`src/rtl/mem_port_arbiter.sv`:
```
// mem_port_arbiter
// Shares one single-ported, fixed-latency memory between an instruction-fetch
// port and a load/store port. Only one transaction is outstanding at a time.
// Arbitration is round-robin on the port granted last.
//
// Ports
//   clk, rst          : clock, synchronous active-high reset
//   instr_req/addr    : fetch request (held until instr_ack) and its address
//   instr_rdata/ack   : fetched word, one-cycle completion pulse
//   data_req/write    : load/store request, byte enables (0 = load)
//   data_addr/in      : load/store address, store data
//   data_out/ack      : load data, one-cycle completion pulse
//   mem_en/we/addr/wdata : memory strobe (one cycle per transaction) and command
//   mem_rdata         : memory read data, valid MEM_LAT cycles after mem_en
//   stall             : core freeze while either request is pending
module mem_port_arbiter #(
  parameter int MEM_LAT = 2
) (
  input  logic        clk,
  input  logic        rst,
  input  logic        instr_req,
  input  logic [31:0] instr_addr,
  output logic [31:0] instr_rdata,
  output logic        instr_ack,
  input  logic        data_req,
  input  logic [3:0]  data_write,
  input  logic [31:0] data_addr,
  input  logic [31:0] data_in,
  output logic [31:0] data_out,
  output logic        data_ack,
  output logic        mem_en,
  output logic [3:0]  mem_we,
  output logic [31:0] mem_addr,
  output logic [31:0] mem_wdata,
  input  logic [31:0] mem_rdata,
  output logic        stall
);

  localparam logic [1:0] S_IDLE  = 2'd0;
  localparam logic [1:0] S_ISSUE = 2'd1;
  localparam logic [1:0] S_WAIT  = 2'd2;
  localparam logic [1:0] S_DONE  = 2'd3;

  // The counter is loaded in ISSUE and counts down through WAIT; the cycle
  // in which it reads zero is the cycle mem_rdata is valid.
  localparam logic [3:0] LAT_M1 = 4'(MEM_LAT - 1);

  logic [1:0]  state_reg, state_next;
  logic        last_grant_reg;   // 0 = instruction, 1 = data
  logic        grant_reg;        // winner of the transaction in flight
  logic [3:0]  cnt_reg;
  logic [31:0] addr_reg;
  logic [3:0]  we_reg;
  logic [31:0] wdata_reg;
  logic [31:0] instr_rdata_reg;
  logic [31:0] data_out_reg;
  logic        win_data;
  logic        capture;

  // A lone requester wins; on a tie the port not granted last wins.
  assign win_data = data_req & (~instr_req | ~last_grant_reg);

  always_comb begin
    state_next = state_reg;
    capture    = 1'b0;
    case (state_reg)
      S_IDLE: begin
        if (instr_req | data_req) state_next = S_ISSUE;
      end
      S_ISSUE: begin
        // Read data always arrives at least one cycle after the strobe,
        // so even MEM_LAT=1 passes through one WAIT cycle.
        state_next = S_WAIT;
      end
      S_WAIT: begin
        if (cnt_reg == 4'd0) begin
          capture    = 1'b1;
          state_next = S_DONE;
        end
      end
      default: begin
        state_next = S_IDLE;
      end
    endcase
  end

  always_ff @(posedge clk) begin
    if (rst) begin
      state_reg       <= S_IDLE;
      last_grant_reg  <= 1'b0;
      grant_reg       <= 1'b0;
      cnt_reg         <= 4'd0;
      addr_reg        <= 32'd0;
      we_reg          <= 4'd0;
      wdata_reg       <= 32'd0;
      instr_rdata_reg <= 32'd0;
      data_out_reg    <= 32'd0;
    end else begin
      state_reg <= state_next;
      case (state_reg)
        S_IDLE: begin
          if (instr_req | data_req) begin
            grant_reg <= win_data;
            addr_reg  <= win_data ? data_addr : instr_addr;
            we_reg    <= win_data ? data_write : 4'd0;
            // Fetches carry no write data; keep the last store's word.
            if (win_data) wdata_reg <= data_in;
          end
        end
        S_ISSUE: begin
          cnt_reg <= LAT_M1;
        end
        S_WAIT: begin
          if (cnt_reg != 4'd0) cnt_reg <= cnt_reg - 4'd1;
        end
        default: begin
          last_grant_reg <= grant_reg;
        end
      endcase
      if (capture) begin
        if (grant_reg) data_out_reg    <= mem_rdata;
        else           instr_rdata_reg <= mem_rdata;
      end
    end
  end

  assign mem_en      = (state_reg == S_ISSUE);
  assign mem_we      = (state_reg == S_ISSUE) ? we_reg : 4'd0;
  assign mem_addr    = addr_reg;
  assign mem_wdata   = wdata_reg;
  assign instr_ack   = (state_reg == S_DONE) & ~grant_reg;
  assign data_ack    = (state_reg == S_DONE) & grant_reg;
  assign instr_rdata = instr_rdata_reg;
  assign data_out    = data_out_reg;
  assign stall       = (instr_req & ~instr_ack) | (data_req & ~data_ack);

endmodule

```
`config.mk`:
```
export PLATFORM = sky130hd
export DESIGN_NAME = mem_port_arbiter
export DESIGN_NICKNAME = d
export VERILOG_FILES = /design/src/rtl/mem_port_arbiter.sv
export SDC_FILE = /design/constraint.sdc
export NUM_CORES = 1
export LEC_CHECK = 0
export BUFFER_PORTS_ARGS = -buffer_cell sky130_fd_sc_hd__buf_2
export CORE_ASPECT_RATIO = 0.9
export CORE_MARGIN = 2
export CORE_UTILIZATION = 46
export DETAILED_ROUTE_END_ITERATION = 8
export PLACE_DENSITY = 0.83
export SYNTH_ARGS = -nofsm -noshare
export SYNTH_HDL_FRONTEND = slang
export SYNTH_SLANG_ARGS = --single-unit
```
`constraint.sdc`:
```
create_clock -name clk -period 1.67 [get_ports clk]
set_input_delay 0.2505 -clock clk [delete_from_list [all_inputs] [get_ports clk]]
set_output_delay 0.2505 -clock clk [all_outputs]
set_load 0.01 [all_outputs]
```
==> results of run 1 <==
==> worst min-delay path: stages <==
cell,delay (ps)
buf_2,90
nand2_1,40
a31oi_1,70
==> per-stage QoR <==
stage / worst slack (ps) / instances / total power (W) / setup TNS [ps] / utilization, %
2_1_floorplan: 176 / 694 / 0.00659 / 0 / -
3_3_place_gp: 107 / 1073 / 0.00802 / 0 / 59.8
3_5_place_dp: 30.3 / 1073 / 0.00806 / 0 / 59.8
4_1_cts: -6.42 / 1105 / 0.0117 / -11.8 / 64.7
5_1_grt: -54.0 / 1108 / 0.0125 / -722 / 65.3
6_report: 23.9 / 1108 / 0.0119 / 0 / 65.3
==> synth_stat cells (2+ instances only) <==
cell type,number,area share [%]
a21oi_1,98,8.7
a31oi_1,32,3.6
a32oi_1,4,0.62
and2_1,5,0.56
buf_2,29,2.6
buf_4,2,0.27
clkbuf_1,41,2.7
dfxtp_1,140,50
ha_1,6,1.3
inv_1,6,0.40
inv_2,2,0.13
mux2i_1,5,0.89
nand2_1,67,4.5
nand3_1,100,8.9
nor2_1,8,0.53
o21ai_0,103,9.2
o21ai_1,26,2.3
or3_1,2,0.22
==> final cells by class <==
class | instances | area (µm²)
fillers | 1047 | 4160
inverters | 8 | 30.0
clock buffers | 20 | 447
flip-flops and latches | 140 | 2810
multi-input cells | 473 | 2520
clock inverters | 12 | 123
well taps | 160 | 200
repair buffers | 295 | 1700
==> metal layers <==
layer | global-route usage, % | vias to the layer above | wire [µm]
li1 | - | 2950 | -
met1 | 30.2 | 2836 | 6990
met2 | 41.5 | 305 | 8510
met3 | 7.32 | 43 | 1500
met4 | 13.1 | 0 | 522
met5 | 0 | - | 0
==> final timing paths <==
check	from	cells after the start	slack, ps	end
worst min-delay path	instr_addr[13]	3	70	mem_addr[13]
worst max-delay path	state_reg[1]	4	20	mem_we[0]
worst max register to register	state_reg[0]	7	50	data_out[5]
worst min register to register	data_out[17]	2	470	data_out[17]
==> report_power, final <==
| part | leakage (nW) | internal (W) | total (W) | switching, W |
|---|---|---|---|---|
| Sequential | 1.14 | 0.00395 | 0.00425 | 0.000303 |
| Clock | 0.279 | 0.00222 | 0.00365 | 0.00142 |
| Combinational | 2.07 | 0.00155 | 0.00398 | 0.00243 |
| Total | 3.50 | 0.00771 | 0.0119 | 0.00416 |
==> kinds of logic after synthesis <==
kind of cell               count (synthesis)  synth area share (%)
buffers and inverters                     81                  6.20
adders and majority gates                  6                  1.34
AOI/OAI and AO/OA                        273                  26.0
DFF                                      140                  49.9
muxes                                      5                 0.891
and+or+nand+nor                          189                  15.7
==> timing repair <==
action,4_1_cts,5_1_grt
pin swaps,0,1
setup endpoints to repair,6,72
setup buffers,0,1
cloned,0,2
gates resized for setup,4,8
==> flow_metrics.env, run 1 <==
export IMPL_max_stage_delay_ps=380
export IMPL_slew_headroom_pct=59.8
export IMPL_finalSetupViolations=0
export IMPL_start_kind="flop"
export IMPL_min_period_over_period_pct=98.6
export IMPL_ys_warnings_count=0
export IMPL_die_width_um=120
export IMPL_floorplan_initialDensity_pct=46.9
export IMPL_critical_path_arrival_ps=1400
export IMPL_crit_fanout=7
export IMPL_ys_types=36
export IMPL_ant_nets=0
export IMPL_crit_path_end_kind="output port"
export IMPL_grt_pass1_vias=5649
export IMPL_critical_path_top_delay_family="flip-flops"
export IMPL_synth_seq_cells=140
export IMPL_ys_async_sr_fraction_pct=0
export IMPL_slew_violations=0
export IMPL_htreeDepth=4
export IMPL_drv_cap=0
export IMPL_path_buf_inv=2
export IMPL_gp_congestion=0.791
export IMPL_leakage_nw=3.50
export IMPL_routed_wl_mm=17.5
export IMPL_place_port_buffers=271
export IMPL_netlist_area_um2=5610
export IMPL_avgSynthCellArea_um2=8.09
export IMPL_worst_ep_required_time_ps=1420
export IMPL_drtIter0Drc=732
export IMPL_cts_tree="done"
export IMPL_layout_min_cycle_time_ps=1650
export IMPL_layout_common_cells="buf_2 (269), dfxtp_1 (138), o21ai_0 (103)"
export IMPL_synth_flop_cell="dfxtp_1"
export IMPL_hold_class="in2reg"
export IMPL_coreArea_um2=12000
export IMPL_critPathKind="reg2out"
export IMPL_diodes=0
export IMPL_wl_per_cell_um=15.8
export IMPL_layout_nets=1077
export IMPL_netlist_instances=694
export IMPL_rows=38
export IMPL_grt_pass1_wl_mm=26.6
export IMPL_finalInstanceArea_um2=7820
export IMPL_crit_slowest_cell="dfxtp_2"
export IMPL_pwr_density_cell_nw_per_um2=1520
export IMPL_max_freq_ghz=0.608
export IMPL_clock_latency_ps=430
export IMPL_rsz0062_at_grt="true"
export IMPL_die_h_um=109
export IMPL_vias=6134
export IMPL_hpwl_mm=11.3
export IMPL_cts_clk_slew_worst_paths_ps=60
export IMPL_pin_count=272
export IMPL_clockRootBuffer="clkbuf_16"
export IMPL_route_detailed_drc=0
export IMPL_die_area_um2=13100
export IMPL_grt_overflow_total=0
export IMPL_critical_path_cell_chain="inv_1 > ha_4 > and2_1 > buf_2"
export IMPL_cts_buffers=17
export IMPL_peakVddDrop_uv=1090
export IMPL_synth_nets=836
export IMPL_tightest_slew_ps=597
export IMPL_clock_sinks=140
export IMPL_final_common_cell="buf_2"
export IMPL_area_growth_pct=39.3
export IMPL_placed_area_um2=7170
export IMPL_first_pass_iters=8
export IMPL_hold_viol=0
export IMPL_whs_ps=72.4
export IMPL_cts_buffer_depth=2
export IMPL_synth_edf_count=0
export IMPL_grt_max_degree=78
export IMPL_finalClockSkew_ps=20.2
export IMPL_antenna_found_initial=0
export IMPL_grtUsageTotal_pct=25.3
export IMPL_yosysSeqAreaShare_pct=49.9
export IMPL_status="finished, final reports clean"
export IMPL_vias_per_cell=5.54
export IMPL_drive_gt1_share_pct=35.7
export IMPL_hold_buffers=0
Power figures use the tool's default switching activity.
==> inputs of run 2 (changes only) <==
--- a/config.mk
+++ b/config.mk
@@ -8,9 +8,9 @@
 export BUFFER_PORTS_ARGS = -buffer_cell sky130_fd_sc_hd__buf_2
 export CORE_ASPECT_RATIO = 0.9
 export CORE_MARGIN = 2
-export CORE_UTILIZATION = 46
+export CORE_UTILIZATION = 40
 export DETAILED_ROUTE_END_ITERATION = 8
-export PLACE_DENSITY = 0.83
+export PLACE_DENSITY = 0.74
 export SYNTH_ARGS = -nofsm -noshare
 export SYNTH_HDL_FRONTEND = slang
 export SYNTH_SLANG_ARGS = --single-unit
==> constraint.sdc (replaced) <==
create_clock -name clk -period 2 [get_ports clk]
set_input_delay 0.3 -clock clk [delete_from_list [all_inputs] [get_ports clk]]
set_output_delay 0.3 -clock clk [all_outputs]
set_load 0.01 [all_outputs]
==> flow_metrics.env, run 2 (same netlist as run 1, synthesis figures left out) <==
export IMPL_hold_class="in2reg"
export IMPL_crit_slowest_cell="dfxtp_1"
export IMPL_drive_gt1_share_pct=34.8
export IMPL_ant_nets=0
export IMPL_area_growth_pct=36.9
export IMPL_slew_headroom_pct=34.3
export IMPL_layout_min_cycle_time_ps=1810
export IMPL_wl_per_cell_um=15.2
export IMPL_drv_cap=0
export IMPL_vias_per_cell=5.36
export IMPL_coreArea_um2=13900
export IMPL_tns_ps=0
export IMPL_finalSetupViolations=0
export IMPL_routed_wl_mm=16.9
export IMPL_cts_setup_buffers=0
export IMPL_crit_path_end_kind="output port"
export IMPL_antenna_found_initial=0
export IMPL_start_kind="flop"
export IMPL_max_stage_delay_ps=380
export IMPL_hold_viol=0
export IMPL_hold_buffers=0
export IMPL_final_common_cell="buf_2"
export IMPL_grt_pass1_wl_mm=26.5
export IMPL_rsz0062_at_grt="false"
export IMPL_vias=5959
export IMPL_cts_clk_slew_worst_paths_ps=60
export IMPL_drtIter0Drc=485
export IMPL_grtUsageTotal_pct=22.1
export IMPL_die_h_um=116
export IMPL_hpwl_mm=11.2
export IMPL_clock_latency_ps=420
export IMPL_cts_buffers=17
export IMPL_die_area_um2=15000
export IMPL_leakage_nw=3.44
export IMPL_grt_max_degree=65
export IMPL_grt_pass1_vias=5452
export IMPL_fill_cells=1321
export IMPL_max_freq_ghz=0.553
export IMPL_critical_path_cell_chain="inv_1 > ha_1 > and2_1 > buf_2"
export IMPL_pin_count=272
export IMPL_finalClockSkew_ps=10.7
export IMPL_tightest_slew_ps=986
export IMPL_gp_congestion=0.820
export IMPL_floorplan_initialDensity_pct=40.5
export IMPL_rr_worst_depth=6
export IMPL_peakVddDrop_uv=864
export IMPL_worst_ep_required_time_ps=1700
export IMPL_htreeDepth=4
export IMPL_layout_nets=1069
export IMPL_clock_sinks=140
export IMPL_route_detailed_drc=0
export IMPL_slew_violations=0
export IMPL_layout_common_cells="buf_2 (270), dfxtp_1 (139), o21ai_0 (103)"
export IMPL_rows=41
export IMPL_cts_buffer_depth=2
export IMPL_critical_path_arrival_ps=1510
export IMPL_diodes=0
export IMPL_cts_tree="done"
export IMPL_crit_fanout=7
export IMPL_dp_cells=1080
export IMPL_first_pass_iters=5
export IMPL_cts_resized=0
export IMPL_pwr_density_cell_nw_per_um2=1270
export IMPL_die_width_um=129
export IMPL_status="finished, final reports clean"
export IMPL_clockRootBuffer="clkbuf_16"
export IMPL_fin_cells=1112
export IMPL_critPathKind="reg2out"
export IMPL_min_path_cells=3
export IMPL_grt_overflow_total=0
export IMPL_min_period_over_period_pct=90.5
export IMPL_place_port_buffers=271
==> run 2: routing by layer <==
layer	wire, µm	vias up	track usage (%)	part of all wire [%]
met5	0	-	0	0
met4	335	0	8.62	2.0
met3	1360	26	7.92	8.1
met2	8000	228	35.2	47
met1	7170	2773	27.4	43
li1	-	2932	-	-
==> run 2: area by class of cell <==
| class | count | area (µm²) | area share (%) |
|---|---|---|---|
| sequential | 140 | 2800 | 36.5 |
| multi-input combinational | 473 | 2490 | 32.4 |
| clock buffer | 19 | 453 | 5.89 |
| timing repair buffer | 287 | 1550 | 20.2 |
| inverter | 8 | 30.0 | 0.391 |
| clock inverter | 13 | 140 | 1.82 |
| tap | 172 | 215 | 2.80 |
==> run 2: critical path: cells and delay by family (launching register included) <==
kind                     cells  cell delay (ps)
AND/OR/NAND/NOR              1              200
adder cells (fa/ha/maj)      1              290
flip-flops                   1              380
buffers and inverters        2              230
==> run 2: metrics by stage <==
stage	setup WS [ps]	power (W)	cell area (µm²)	util (%)	hold slack, ps
after floorplan	506	0.00550	5610	-	446
after global placement	409	0.00663	7090	51.2	459
after detailed placement	343	0.00664	7090	51.2	463
after CTS	153	0.00982	7690	55.5	109
after global routing	105	0.0103	7690	55.5	121
final	191	0.00975	7690	55.5	126
==> run 2: path summary, 6_finish.rpt <==
| kind | slack, ps | start | to |
|---|---|---|---|
| worst max-delay path | 190 | state_reg[1] | mem_we[0] |
| worst min-delay path | 130 | data_in[3] | mem_wdata[3] |
| worst max register to register | 320 | state_reg[0] | instr_rdata[21] |
| worst min register to register | 470 | instr_rdata[0] | instr_rdata[0] |
==> run 2: where the power goes <==
group	internal (W)	switching, W
logic	0.00113	0.00195
clock network	0.00190	0.00123
registers	0.00329	0.000247
total	0.00633	0.00343
==> inputs of run 3 (changes only) <==
--- a/config.mk
+++ b/config.mk
@@ -10,7 +10,7 @@
 export CORE_MARGIN = 2
 export CORE_UTILIZATION = 40
 export DETAILED_ROUTE_END_ITERATION = 8
-export PLACE_DENSITY = 0.74
+export PLACE_DENSITY = 0.77
 export SYNTH_ARGS = -nofsm -noshare
 export SYNTH_HDL_FRONTEND = slang
 export SYNTH_SLANG_ARGS = --single-unit
==> constraint.sdc (replaced) <==
create_clock -name clk -period 1.6 [get_ports clk]
set_input_delay 0.24 -clock clk [delete_from_list [all_inputs] [get_ports clk]]
set_output_delay 0.24 -clock clk [all_outputs]
set_load 0.01 [all_outputs]
==> flow_metrics.env, run 3 (same netlist as run 1, synthesis figures left out) <==
export IMPL_drive_gt1_share_pct=38.0
export IMPL_grt_max_degree=82
export IMPL_cts_buffer_depth=2
export IMPL_wl_per_cell_um=15.7
export IMPL_clockRootBuffer="clkbuf_16"
export IMPL_pwr_share_comb_pct=35.6
export IMPL_fin_cells=1128
export IMPL_intPower_w=0.00860
export IMPL_finalSetupViolations=4
export IMPL_grt_overflow_total=0
export IMPL_hold_viol=0
export IMPL_coreArea_um2=13900
export IMPL_gp_congestion=0.788
export IMPL_start_kind="flop"
export IMPL_dp_cells=1085
export IMPL_drtIter0Drc=460
export IMPL_switchingPower_w=0.00467
export IMPL_pin_count=272
export IMPL_switching_share_pct=35.2
export IMPL_first_pass_iters=5
export IMPL_clock_sinks=140
export IMPL_layout_min_cycle_time_ps=1600
export IMPL_status="complete, but fails checks"
export IMPL_grt_pass1_wl_mm=26.8
export IMPL_die_area_um2=15000
export IMPL_area_growth_pct=43.7
export IMPL_finalClockSkew_ps=9.52
export IMPL_pwr_density_cell_nw_per_um2=1640
export IMPL_die_width_um=129
export IMPL_worst_ep_required_time_ps=1360
export IMPL_cts_buffers=17
export IMPL_slew_violations=0
export IMPL_rsz0062_at_grt="true"
export IMPL_sequentialPowerShare_pct=33.5
export IMPL_placed_area_um2=7180
export IMPL_critical_path_arrival_ps=1360
export IMPL_rows=41
export IMPL_hold_class="in2reg"
export IMPL_antenna_found_initial=0
export IMPL_final_common_cell="buf_2"
export IMPL_failed_checks="setup timing"
export IMPL_tightest_slew_ps=589
export IMPL_peakVddDrop_uv=1010
export IMPL_power_share_clock_pct=30.9
export IMPL_place_port_buffers=271
export IMPL_die_h_um=116
export IMPL_layout_common_cells="buf_2 (266), dfxtp_1 (137), o21ai_0 (101)"
export IMPL_worst_slack_ps=-4.72
export IMPL_clock_latency_ps=420
export IMPL_hpwl_mm=11.0
export IMPL_max_freq_ghz=0.623
export IMPL_grt_pass1_vias=5399
export IMPL_slew_headroom_pct=60.6
export IMPL_routed_wl_mm=17.7
export IMPL_vias_per_cell=5.42
export IMPL_cts_tree="done"
export IMPL_drv_cap=0
export IMPL_cts_clk_slew_worst_paths_ps=60
export IMPL_finalInstanceArea_um2=8070
export IMPL_grtUsageTotal_pct=22.3
export IMPL_vias=6110
export IMPL_fill_cells=1264
export IMPL_hold_buffers=0
export IMPL_crit_fanout=3
export IMPL_route_detailed_drc=0
export IMPL_crit_path_end_kind="output port"
export IMPL_critPathKind="reg2out"
export IMPL_layout_nets=1085
export IMPL_leakage_nw=3.59
export IMPL_min_period_over_period_pct=100
export IMPL_diodes=0
export IMPL_htreeDepth=4
export IMPL_ant_nets=0
export IMPL_floorplan_initialDensity_pct=40.5
[run 3: power groups by stage]
stage / sequential (W) / clock (W) / combinational (W)
global placement: 0.00447 / 0 / 0.00401
global route: 0.00452 / 0.00429 / 0.00516
detailed placement: 0.00448 / 0 / 0.00404
CTS: 0.00443 / 0.00416 / 0.00437
floorplan: 0.00474 / 0 / 0.00214
finish: 0.00444 / 0.00410 / 0.00472
[run 3: area by class of cell]
cell class                      instances  area, µm²  area share (%)
Clock buffer                           17        425            5.27
Tap cell                              172        215            2.67
Sequential cell                       140       2810            34.8
Timing Repair Buffer                  303       1830            22.7
Inverter                                8       30.0           0.372
Clock inverter                         15        186            2.31
Multi-Input combinational cell        473       2570            31.9
[run 3: per-stage QoR]
stage	power, W	utilization (%)	TNS, ps	setup WS (ps)	hold WS (ps)
final	0.0133	58.3	-12.4	-4.72	69.0
after global routing	0.0140	58.3	-518	-53.7	58.4
after CTS	0.0130	57.3	-103	-17.8	55.2
after detailed placement	0.00852	51.9	0	17.9	465
after global placement	0.00847	51.9	0	74.8	457
after floorplan	0.00688	-	0	106	388
[run 3: critical path, stage by stage (launching register included)]
cell and delay [ps]:
dfxtp_2 350, inv_2 60, ha_4 170, buf_6 110, and2_4 150, buf_6 120
[run 3: final timing paths]
path         cells past startpoint         endpoint          from  slack [ps]
max reg2reg                      7  instr_rdata[22]  state_reg[1]          50
min reg2reg                      2     data_out[30]  data_out[30]         470
max                              5        mem_we[2]  state_reg[1]          -5
min                              3    mem_wdata[22]   data_in[22]          70
[run 3: layer usage]
layer,wire (µm),track usage [%],vias up,part of all wire [%]
met5,0,0,-,0
met4,392,9.28,0,2.2
met3,1340,7.19,28,7.6
met2,8420,33.7,242,47
met1,7570,29.5,2871,43
li1,-,-,2969,-
[run 3: timing repair]
item,4_1_cts,5_1_grt
setup buffers,4,2
pin swaps,4,2
resized for setup,20,20
setup endpoints to repair,6,102
cloned,1,4
